## config.mk

```make
export PLATFORM = sky130hd
export DESIGN_NAME = bin_to_bcd
export DESIGN_NICKNAME = d
export VERILOG_FILES = /design/src/rtl/bin_to_bcd.sv
export SDC_FILE = /design/constraint.sdc
export NUM_CORES = 1
export LEC_CHECK = 0
export BUFFER_PORTS_ARGS = -buffer_cell sky130_fd_sc_hd__buf_2
export CORE_MARGIN = 10
export CORE_UTILIZATION = 40
export DETAILED_ROUTE_END_ITERATION = 12
export SYNTH_ARGS = -nofsm -noshare
export SYNTH_HDL_FRONTEND = slang
export SYNTH_SLANG_ARGS = --single-unit
```

## constraint.sdc

```tcl
create_clock -name clk -period 1.88 [get_ports clk]
set_input_delay 0.188 -clock clk [delete_from_list [all_inputs] [get_ports clk]]
set_output_delay 0.188 -clock clk [all_outputs]
set_load 0.01 [all_outputs]
```

## src/rtl/bin_to_bcd.sv

```systemverilog
// Sequential binary-to-packed-BCD converter (shift-and-add-3, one bit per clock).
// Optional build macro BIN_TO_BCD_SAT_EN: out-of-range inputs saturate the result to 9999.
module bin_to_bcd #(
  parameter int BIN_W  = 14,
  parameter int DIGITS = 4
) (
  input  logic                  clk,
  input  logic                  rst,
  input  logic                  start,
  input  logic [BIN_W-1:0]      bin,
  output logic                  busy,
  output logic                  done,
  output logic [4*DIGITS-1:0]   bcd,
  output logic                  ovf
);

  // One spare digit beyond the display width catches values above 9999.
  localparam int ACC_W = 4 * (DIGITS + 1);
  localparam int CNT_W = $clog2(BIN_W);
  localparam logic [CNT_W-1:0] LAST = CNT_W'(BIN_W - 1);

  typedef enum logic {IDLE, SHIFT} state_t;

  state_t             state, state_n;
  logic [BIN_W-1:0]   sr, sr_n;
  logic [ACC_W-1:0]   acc, acc_n;
  logic [CNT_W-1:0]   cnt, cnt_n;
  logic [4*DIGITS-1:0] bcd_n;
  logic               ovf_n, done_n;

  logic [ACC_W-1:0]   adj;
  logic [ACC_W-1:0]   acc_sh;
  logic [BIN_W-1:0]   sr_sh;
  logic               res_ovf;

  // Each digit is adjusted independently; 5..9 plus 3 stays within 4 bits, so no carries.
  always_comb begin
    for (int i = 0; i < DIGITS + 1; i++) begin
      adj[4*i +: 4] = (acc[4*i +: 4] >= 4'd5) ? acc[4*i +: 4] + 4'd3 : acc[4*i +: 4];
    end
  end

  assign acc_sh = {adj[ACC_W-2:0], sr[BIN_W-1]};
  assign sr_sh  = {sr[BIN_W-2:0], 1'b0};
  // The bit shifted out of the spare digit would also mean "more than four digits".
  assign res_ovf = |{adj[ACC_W-1], acc_sh[ACC_W-1:4*DIGITS]};

  assign busy = (state == SHIFT);

  // NOTE: every signal assigned here gets a default first, so no latch is inferred.
  always_comb begin
    state_n = state;
    sr_n    = sr;
    acc_n   = acc;
    cnt_n   = cnt;
    bcd_n   = bcd;
    ovf_n   = ovf;
    done_n  = 1'b0;
    case (state)
      IDLE: begin
        if (start) begin
          sr_n    = bin;
          acc_n   = '0;
          cnt_n   = '0;
          state_n = SHIFT;
        end
      end
      SHIFT: begin
        acc_n = acc_sh;
        sr_n  = sr_sh;
        cnt_n = cnt + 1'b1;
        if (cnt == LAST) begin
          state_n = IDLE;
          cnt_n   = '0;
          done_n  = 1'b1;
          ovf_n   = res_ovf;
`ifdef BIN_TO_BCD_SAT_EN
          bcd_n   = res_ovf ? {DIGITS{4'h9}} : acc_sh[4*DIGITS-1:0];
`else
          bcd_n   = acc_sh[4*DIGITS-1:0];
`endif
        end
      end
      default: state_n = IDLE;
    endcase
  end

  // NOTE: sequential state uses non-blocking assignments so all registers update together.
  always_ff @(posedge clk or posedge rst) begin
    if (rst) begin
      state <= IDLE;
      sr    <= '0;
      acc   <= '0;
      cnt   <= '0;
      bcd   <= '0;
      ovf   <= 1'b0;
      done  <= 1'b0;
    end else begin
      state <= state_n;
      sr    <= sr_n;
      acc   <= acc_n;
      cnt   <= cnt_n;
      bcd   <= bcd_n;
      ovf   <= ovf_n;
      done  <= done_n;
    end
  end

endmodule

```

## Yosys cells after proc, flatten, opt, wreduce, memory -nomap -nowiden

Index checks and enable logic that the tools add are counted.

- Output and inout bits: 19
- Bits in latches: 0
- Logic and storage cells: 40
- RAM bits: 0
- Register bits after elaboration: 57
- Input bits: 17
- Memories: 0
- Memory bits (read-only): 0

- Reduce and logical (&&, ||, !) cells: 2
- $mul: 0
- Equal/unequal tests: 2
- Shifts and indexed selects: 0
- Bitwise gates (word level): 1
- Add/subtract/negate cells: 6
- Mux-type cells: 17
- $lt $le $gt $ge: 5
- Div/mod/pow operators: 0

Operators with widths:

| operator | count |
|---|---|
| case mux 20 bit (2 select lines) | 1 |
| 2-to-1 mux 4 bit | 7 |
| case mux 14 bit (2 select lines) | 1 |
| adder 4 x 2 -> 4 bit (second input constant) | 5 |
| >= comparator 4 x 3 -> 1 bit (second input constant) | 5 |
| 2-to-1 mux 20 bit | 1 |
| 2-to-1 mux 14 bit | 1 |
| case mux 4 bit (2 select lines) | 1 |
| OR reduction 5 bit | 1 |
| adder 4 x 1 -> 4 bit (second input constant) | 1 |
| == test 4 bit (second input constant) | 1 |
| 2-to-1 mux 1 bit | 4 |
| != test 2 bit (second input constant) | 1 |
| case mux 1 bit (2 select lines) | 1 |
| AND reduction 2 bit | 1 |
| NOT 1 bit | 1 |

## Logic depth before layout (Yosys ltp)

Gate-level depths: netlist of the first run.

- Depth in word-level cells: 3
- Mapped depth: 7
- Gate-level depth less buffers: 6

## Worst setup path after synthesis of the first run

OpenSTA, ideal clock, no wires.

- Path kind: register to register
- Start point: register acc[8]
- End point: register acc[10]
- Setup time: 0.083 ns
- Period minus slack after synthesis: 1.535 ns
- Stages on the path, launching flop included: 7
- Setup slack: 0.345 ns
- Arrival: 1.451 ns
- Data required time: 1.797 ns
- Path buffers: 0
- Path through: dfrtp_1 inv_1 ha_1 nand2b_1 a21oi_1 mux2_2 o22ai_1

- Word-level cells in the longest chain between the ends: 3
- Elaborated cells on any way between the ends: 4
- Classes of those cells: add/sub: 1; order compare: 1; mux: 2

RTL lines:

| item | RTL line | source |
|---|---|---|
| from (decl) | 26 | `logic [ACC_W-1:0] acc, acc_n;` |
| from (signal assigned) | 101 | `acc <= acc_n;` |
| adder 4 x 2 -> 4 bit or >= comparator 4 x 3 -> 1 bit (tied branches) | 39 | `adj[4*i +: 4] = (acc[4*i +: 4] >= 4'd5) ? acc[4*i +: 4] + 4'd3 : acc[4*i +: 4];` |
| 2-to-1 mux 4 bit * | 39 |  |
| case mux 20 bit (2 select lines) * | 59 | `case (state)` |

Mark *: on every way between the ends. The rest lies on a longest branch, timed or not.
A chain may end at the register's enable or synchronous reset.

## Worst setup path in the final report of the first run

- Start point: register acc[8]
- End point: register bcd[10]

- Word-level cells in the longest chain between the ends: 2
- Elaborated cells on any way between the ends: 3
- Classes of those cells: add/sub: 1; order compare: 1; mux: 1

RTL lines:

| item | RTL line | source |
|---|---|---|
| adder 4 x 2 -> 4 bit or >= comparator 4 x 3 -> 1 bit (tied branches) | 39 |  |
| 2-to-1 mux 4 bit * | 39 |  |
| to (signal assigned) | 103 | `bcd <= bcd_n;` |
| to (decl) | 13 | `output logic [4*DIGITS-1:0] bcd,` |

Marks and branches as above.

==> results.md, run 1 <==
| Quantity | This run | Unit |
| --- | --- | --- |
| Clock tree from TritonCTS | done | - |
| Flip-flop and latch count after synthesis | 57 | - |
| Final count of pins violating max slew | 0 | - |
| Fin. Hold Viols | 0 | - |
| Final design area excluding fillers | 3360 | µm² |
| Met1 usage in global routing | 0.152 | - |
| Total via count in the routed design | 2099 | - |
| Critical path endpoint category | register | - |
| Dominant cells by area after synthesis | dfrtp_1 (51%), nand2_1 (6.7%), o21ai_0 (6.3%) | - |
| Initial standard-cell utilization of the core | 0.413 | - |
| Yosys top cell area share | 0.509 | - |
| Capture endpoint of the worst hold path | sr[0] | - |
| Average vias per placed instance | 4.89 | - |
| Maximum clock insertion buffer count | 2 | - |
| Area of all sequential standard cells | 1430 | µm² |
| Overflow left after global routing | 0 | - |
| Clk pwr share | 0.241 | - |
| Final setup violation count | 0 | - |
| Floorplan core area | 6790 | µm² |
| H-Tree Level Count | 3 | - |
| Final clock period utilization by the worst path | 0.906 | - |
| Clock latency of the later-clocked register in the worst-skew pair | 340 | ps |
| Total internal power | 3.75 | mW |
| Arrival time of the worst setup path | 1960 | ps |
| Cell Pwr Density | 1750 | nW/µm² |
| Startpoint of the lowest-slack hold path | bin[0] | - |
| Number of clock sinks | 57 | - |
| Post-layout util | 0.494 | - |
| Sequential cell fraction of total power | 0.370 | - |
| Number of ports placed on the die boundary | 36 | - |
| Met2 usage in global routing | 0.160 | - |
| Number of antenna violations at the first check in global routing | 0 | - |
| Switching power | 2.13 | mW |
| Clock transition at the registers of the reported paths | 70 | ps |
| Net count after synthesis | 317 | - |
| Root buf cell | clkbuf_8 | - |
| Outcome | completed | - |
| Overall power of the completed layout | 5.88 | mW |
| Sw frac | 0.363 | - |
| GP Congestion | 0.776 | - |
| EDFF count, synth | 0 | - |
| Highest Clock Rate | 587 | MHz |
| Synth Cell Area | 2800 | µm² |
| Final nets | 357 | - |
| Number of standard cells after synthesis | 288 | - |
| Syn Area/Cell | 9.73 | µm² |
| First-pass GRT wire length | 10300 | µm |
| Final cell count without fillers | 429 | - |
| Post-Route Skew | 8.92 | ps |
| Highest-utilization routing layer at the global route stage | met2 | - |
| Final Critical Period | 1700 | ps |
| Detailed router's first-iteration violation count | 95 | - |
| Reg-to-reg startpoint | acc[8] | - |
| Area growth from synthesis to layout | 19.7 | % |
| Hold crit path type | in -> reg | - |
| Cell type contributing the most total cell area after synthesis | dfrtp_1 | - |
| Placed wire-length estimate | 3910 | µm |
| Multi-input logic area | 1260 | µm² |
| Routed wire length | 5850 | µm |
| Transition at the pin with the smallest max-transition slack | 446 | ps |
| Ys async rst share | 1.00 | - |
| Layout fillers | 669 | - |
| Post_cts resized | 0 | - |
| Warnings, synthesis | 0 | - |
| Worst slack, placed | 200 | ps |
| Height of the die | 104 | µm |
| IR drop worst, VDD | 714 | µV |
| Die footprint | 10800 | µm² |
| Setup WS post-layout | 177 | ps |
| Reg2reg path depth | 6 | - |
| Per-cell routed wire length | 13.6 | µm |
| Met3 usage | 0.0409 | - |
| Primary flip-flop cell chosen by synthesis mapping | dfrtp_1 | - |
| Post-Place Cells | 412 | - |
| Required time at the endpoint of the critical path | 2140 | ps |
| Largest net degree at the start of global routing | 58 | - |
| Ranking of synthesized cells by instance count | dfrtp_1 (57), nand2_1 (50), o21ai_0 (35) | - |
| Vias in the first global route | 2151 | - |
| Worst R2R Setup Slack | 180 | ps |
| Type of element launching the critical path | register | - |
| Yosys cell types | 32 | - |
| Fraction of layout cells with a size suffix above 1 | 0.192 | - |
| DRC viols | 0 | - |
| Final ANT Viol Nets | 0 | - |
| X dimension of the die | 104 | µm |
| Number of violations of the max-capacitance limit | 0 | - |
| Unrepaired setup endpoints after global routing | no | - |
| Count of buffers inserted at the top-level ports | 35 | - |
| FP Rows | 30 | - |
| Register area share after synthesis | 0.509 | - |
| Total global-route track usage | 0.114 | - |
| Relative slew slack | 0.702 | - |
| Number of clock buffers inserted by TritonCTS | 9 | - |
| Library cell with the highest instance count after synthesis | dfrtp_1 | - |
| Share of total power in combinational logic | 0.389 | - |
| DR pass1 iterations | 4 | - |
| Leakage power total | 1.65 | nW |
| Number of cells on the worst hold path | 3 | - |
| Setup tns final | 0 | ps |
| # diodes | 0 | - |
| Worst R2R End | bcd[10] | - |
| CP max FO | 5 | - |
| Fin Hold WS | 99.4 | ps |
| Critical path type | reg -> reg | - |
| Cell area reported after detailed placement | 3100 | µm² |
-- logic make-up (layout without fill, tap and decap cells) --
group,count (synthesis),after routing,share of synthesized area
and+or+nand+nor,90,90,0.153
AOI/OAI and AO/OA,74,74,0.150
DFF,57,57,0.509
buffers and inverters,29,74,0.0420
muxes,21,21,0.0768
adders and majority gates,12,12,0.0536
xor gates and xnor gates,5,5,0.0156
-- area by class of cell --
cell class | instances | area share
Sequential cell | 57 | 0.425
Inverter | 15 | 0.0168
Clock inverter | 5 | 0.0306
Timing Repair Buffer | 43 | 0.0746
Tap cell | 96 | 0.0358
Clock buffer | 11 | 0.0421
Multi-Input combinational cell | 202 | 0.375
-- critical path, stage by stage, from the launching register on --
cell	delay [ps]
dfrtp_1	410
inv_1	100
ha_1	260
nand2b_1	100
a21oi_1	240
mux2_2	380
o21ai_0	160
-- power by group through the flow --
stage / Sequential [mW] / Clock (mW) / Combinational, mW
final: 2.18 / 1.42 / 2.29
after global routing: 2.26 / 1.51 / 2.68
after CTS: 2.18 / 1.46 / 2.34
after detailed placement: 2.19 / 0 / 2.32
after global placement: 2.17 / 0 / 2.26
after floorplan: 2.19 / 0 / 1.68
-- sequential cells by signal, indices dropped and copies added, names as in the netlist --
signal / flops
busy: 1
done: 1
ovf: 1
sr: 14
bcd: 16
cnt: 4
acc: 20
-- worst max path at each step --
stage / start / slack [ps] / cells after the start / end
2_1_floorplan: rst / 290 / 1 / acc[0]
4_1_cts: acc[8] / 180 / 6 / bcd[10]
6_report: acc[8] / 180 / 6 / bcd[10]
3_3_place_gp: acc[16] / 280 / 6 / ovf
3_5_place_dp: acc[4] / 200 / 6 / acc[6]
5_1_grt: acc[4] / 50 / 6 / bcd[6]
-- metal layers --
layer / wire (µm) / up-vias
li1: - / 1082
met1: 3030 / 966
met5: 0 / -
met4: 114 / 0
met2: 2380 / 40
met3: 327 / 11
-- layout by cell type (no fill, tap or decap), types with 2 or more instances in the layout --
cell type,instances
o21ai_0,35
nand3_1,8
a21o_1,6
a21oi_1,14
bufinv_16,3
inv_1,14
nand2_1,50
nand2b_1,5
mux2i_1,17
buf_2,35
ha_1,12
xnor2_1,5
nor2_1,4
clkbuf_8,10
o31ai_1,2
o22ai_1,11
nor3_1,5
mux2_2,4
o221ai_1,2
buf_4,6
and3_1,4
dfrtp_1,57
nor3b_1,8
-- what timing repair did --
action,CTS,global route
hold buffers,1,0
setup endpoints to repair,0,0
hold endpoints to repair,57,0
setup buffers,0,0
Note: power is estimated with default switching activity, not from simulation.
==> run 2, diff against run 1 <==
Settings changed: ABC_AREA from default to 1.
==> run 2 against run 1 <==
Combinational power grew 8%. Routed wire length is 5.2% lower. First-iteration DRC count is 7.4% higher. Power fell by 2.5%. Clock skew down 5.0 ps. Via count grew 1.3%. Sequential share of layout area increased by 2.6 points. Final cell count shrank 1.6%. Synthesized area down 3.8%. Sequential power is essentially flat. Hold slack got worse by 10 ps. Fmax is 17% higher. Highest routed layer unchanged.
==> results.md, run 2 <==
| Quantity | This run | Unit | Change |
| --- | --- | --- | --- |
| Outcome | completed | - |  |
| Fraction of layout cells with a size suffix above 1 | 0.180 | - | -0.0125 |
| DR pass1 iterations | 4 | - | unchanged |
| Flip-flop count of the largest register after layout | 20 | - | unchanged |
| Per-cell routed wire length | 13.1 | µm | -3.6% |
| Required time at the endpoint of the critical path | 2060 | ps | -80 ps |
| Height of the die | 102 | µm | -1.5% |
| Yosys cell types | 22 | - | -31% |
| Setup Buffers After CTS | 0 | - | unchanged |
| # diodes | 0 | - | unchanged |
| Type of element launching the critical path | register | - |  |
| Detailed router's first-iteration violation count | 102 | - | +7.4% |
| Highest Clock Rate | 686 | MHz | +17% |
| Clk pwr share | 0.188 | - | -0.053 |
| Final clock period utilization by the worst path | 0.776 | - | -0.130 |
| DRC viols | 0 | - | unchanged |
| Unrepaired setup endpoints after global routing | no | - |  |
| Fin. Hold Viols | 0 | - | unchanged |
| Number of violations of the max-capacitance limit | 0 | - | unchanged |
| GP Congestion | 0.793 | - | +2.2% |
| Number of antenna violations at the first check in global routing | 0 | - | unchanged |
| Largest net degree at the start of global routing | 58 | - | unchanged |
| Largest registers ranked by flip-flop count | acc x20, bcd x16, sr x14 | - |  |
| Final setup violation count | 0 | - | unchanged |
| Cell type contributing the most total cell area after synthesis | dfrtp_1 | - |  |
| Setup tns final | 0 | ps | unchanged |
| Count of buffers inserted at the top-level ports | 35 | - | unchanged |
| CP max FO | 4 | - | -1 |
| Root buf cell | clkbuf_8 | - |  |
| Net count after synthesis | 328 | - | +3.5% |
| First-pass GRT wire length | 9840 | µm | -4.3% |
| Post_cts resized | 0 | - | unchanged |
| IR drop worst, VDD | 843 | µV | +18% |
| Cell area reported after detailed placement | 2960 | µm² | -4.7% |
| Register area share after synthesis | 0.529 | - | +0.0198 |
| Leakage power total | 1.62 | nW | -2.0% |
| Ranking of synthesized cells by instance count | nand2_1 (64), dfrtp_1 (57), inv_1 (30), o22ai_1 (30), o21ai_0 (29) | - |  |
| Synth Cell Area | 2700 | µm² | -3.8% |
| Worst slack, placed | 417 | ps | +218 ps |
| Number of cells on the worst hold path | 3 | - | unchanged |
| Area growth from synthesis to layout | 17.1 | % |  |
| EDFF count, synth | 0 | - | unchanged |
| Switching power | 2.31 | mW | +8.3% |
| Final count of pins violating max slew | 0 | - | unchanged |
| Number of clock buffers inserted by TritonCTS | 9 | - | unchanged |
| Arrival time of the worst setup path | 1640 | ps | -320 ps |
| Post-layout util | 0.489 | - | -0.00477 |
| Post-Place Cells | 405 | - | -1.7% |
| Number of ports placed on the die boundary | 36 | - | unchanged |
| Cell Pwr Density | 1810 | nW/µm² | +3.5% |
| Vias in the first global route | 2112 | - | -1.8% |
| Transition at the pin with the smallest max-transition slack | 557 | ps | +111 ps |
| Yosys top cell area share | 0.529 | - | +0.0198 |
| Number of clock sinks | 57 | - | unchanged |
| Average vias per placed instance | 5.04 | - | +3.0% |
| Library cell with the highest instance count after synthesis | nand2_1 | - |  |
| Flip-flop and latch count after synthesis | 57 | - | unchanged |
| Sw frac | 0.403 | - | +0.0405 |
| Primary flip-flop cell chosen by synthesis mapping | dfrtp_1 | - |  |
| Most frequent cells in the layout | nand2_1 (64), dfrtp_1 (57), buf_2 (35), o22ai_1 (30) | - |  |
| Placed wire-length estimate | 3790 | µm | -3.2% |
| Critical path type | reg -> reg | - |  |
| Final Critical Period | 1460 | ps | -245 ps |
| Routed wire length | 5540 | µm | -5.2% |
| Syn Area/Cell | 9.02 | µm² | -7.3% |
| Most common cell after layout, fill and taps aside | nand2_1 | - |  |
| Reg2reg path depth | 7 | - | +1 |
| Total global-route track usage | 0.117 | - | +0.00344 |
| Number of standard cells after synthesis | 299 | - | +3.8% |
| Maximum clock insertion buffer count | 2 | - | unchanged |
| Warnings, synthesis | 0 | - | unchanged |
| X dimension of the die | 102 | µm | -1.5% |
| Sequential cell fraction of total power | 0.381 | - | +0.011 |
| Overflow left after global routing | 0 | - | unchanged |
| Relative slew slack | 0.628 | - | -0.0735 |
| Final ANT Viol Nets | 0 | - | unchanged |
| H-Tree Level Count | 3 | - | unchanged |
| Total via count in the routed design | 2126 | - | +1.3% |
| Hold crit path type | in -> reg | - |  |
| Dominant cells by area after synthesis | dfrtp_1 (53%), nand2_1 (8.9%), o22ai_1 (7.0%) | - |  |
| Clock tree from TritonCTS | done | - |  |
| Ys async rst share | 1.00 | - | unchanged |
| FP Rows | 29 | - | -3.3% |
| Clock transition at the registers of the reported paths | 60 | ps | about the same |
| Initial standard-cell utilization of the core | 0.418 | - | +0.00514 |
| Share of total power in combinational logic | 0.431 | - | +0.042 |
| Worst R2R Setup Slack | 420 | ps | +240 ps |
| Floorplan core area | 6460 | µm² | -4.9% |
| Post-Route Skew | 3.94 | ps | -4.99 ps |
| Critical path endpoint category | register | - |  |
| Final nets | 369 | - | +3.4% |
| Final cell count without fillers | 422 | - | -1.6% |
| Clock latency of the later-clocked register in the worst-skew pair | 330 | ps | about the same |
| Top register by number of flip-flops | acc | - |  |
| Final design area excluding fillers | 3160 | µm² | -5.9% |
| Total internal power | 3.42 | mW | -8.7% |
| Die footprint | 10400 | µm² | -3.0% |
| Setup WS post-layout | 422 | ps | +245 ps |
run 2: cell types whose count changed after synthesis, sizes merged, moves of 5 or more:
cell,previous run,this run
nand2b,5,0
nor3,5,13
nor2,4,20
nand2,50,64
o22ai,11,30
a21oi,14,2
inv,15,32
mux2i,17,0
a21o,6,0
nor3b,8,0
xor2,0,8
run 2: cells by family after synthesis:
family / synth area share
simple gates: 0.175
compound gates: 0.133
buf+inv: 0.0784
flops: 0.529
fa+ha+maj: 0.0557
xor+xnor: 0.0292
run 2: layer usage:
layer / global-route usage / vias up / routed length [µm]
met1: 0.142 / 979 / 2610
met2: 0.177 / 56 / 2480
li1: - / 1085 / -
met4: 0.0390 / 0 / 42
met5: 0 / - / 0
met3: 0.0574 / 6 / 415
run 2: what timing repair did:
item	in CTS	in global routing
hold buffers	1	0
endpoints found under the hold margin	57	0
endpoints found under the setup margin	0	0
run 2: power groups by stage:
| stage | clock network, mW | logic (mW) | registers, mW |
|---|---|---|---|
| 6_report | 1.08 | 2.47 | 2.18 |
| 5_1_grt | 1.19 | 2.90 | 2.27 |
| 4_1_cts | 1.11 | 2.51 | 2.19 |
| 3_5_place_dp | 0 | 2.51 | 2.20 |
| 3_3_place_gp | 0 | 2.45 | 2.20 |
| 2_1_floorplan | 0 | 1.83 | 2.22 |
run 2: area by class of cell:
| cell class | count | area (µm²) |
|---|---|---|
| fillers | 630 | 3300 |
| multi-input cells | 197 | 1060 |
| clock inverters | 2 | 10.0 |
| flip-flops and latches | 57 | 1430 |
| well taps | 77 | 96.3 |
| repair buffers | 42 | 255 |
| inverters | 33 | 129 |
| clock buffers | 14 | 183 |
run 2: stage by stage:
| stage | total power [mW] | hold WS, ps |
|---|---|---|
| after CTS | 5.82 | 73.0 |
| after global placement | 4.65 | 269 |
| after global routing | 6.36 | 79.5 |
| final | 5.73 | 89.2 |
| after floorplan | 4.05 | 332 |
| after detailed placement | 4.71 | 276 |
run 2: critical path, stage by stage, from the launching register on:
cell and delay [ps]:
dfrtp_1 410, inv_1 90, ha_1 160, inv_1 40, nand2_1 70, nand3_1 130, o21ai_0 300, o22ai_1 110
run 2: final timing paths:
kind	start	endpoint
setup / recovery	acc[4]	acc[6]
hold / removal	bin[2]	sr[2]
setup reg to reg	acc[4]	acc[6]
hold reg to reg	bcd[10]	bcd[10]
max in group asynchronous	rst	acc[5]
min in group asynchronous	rst	acc[18]
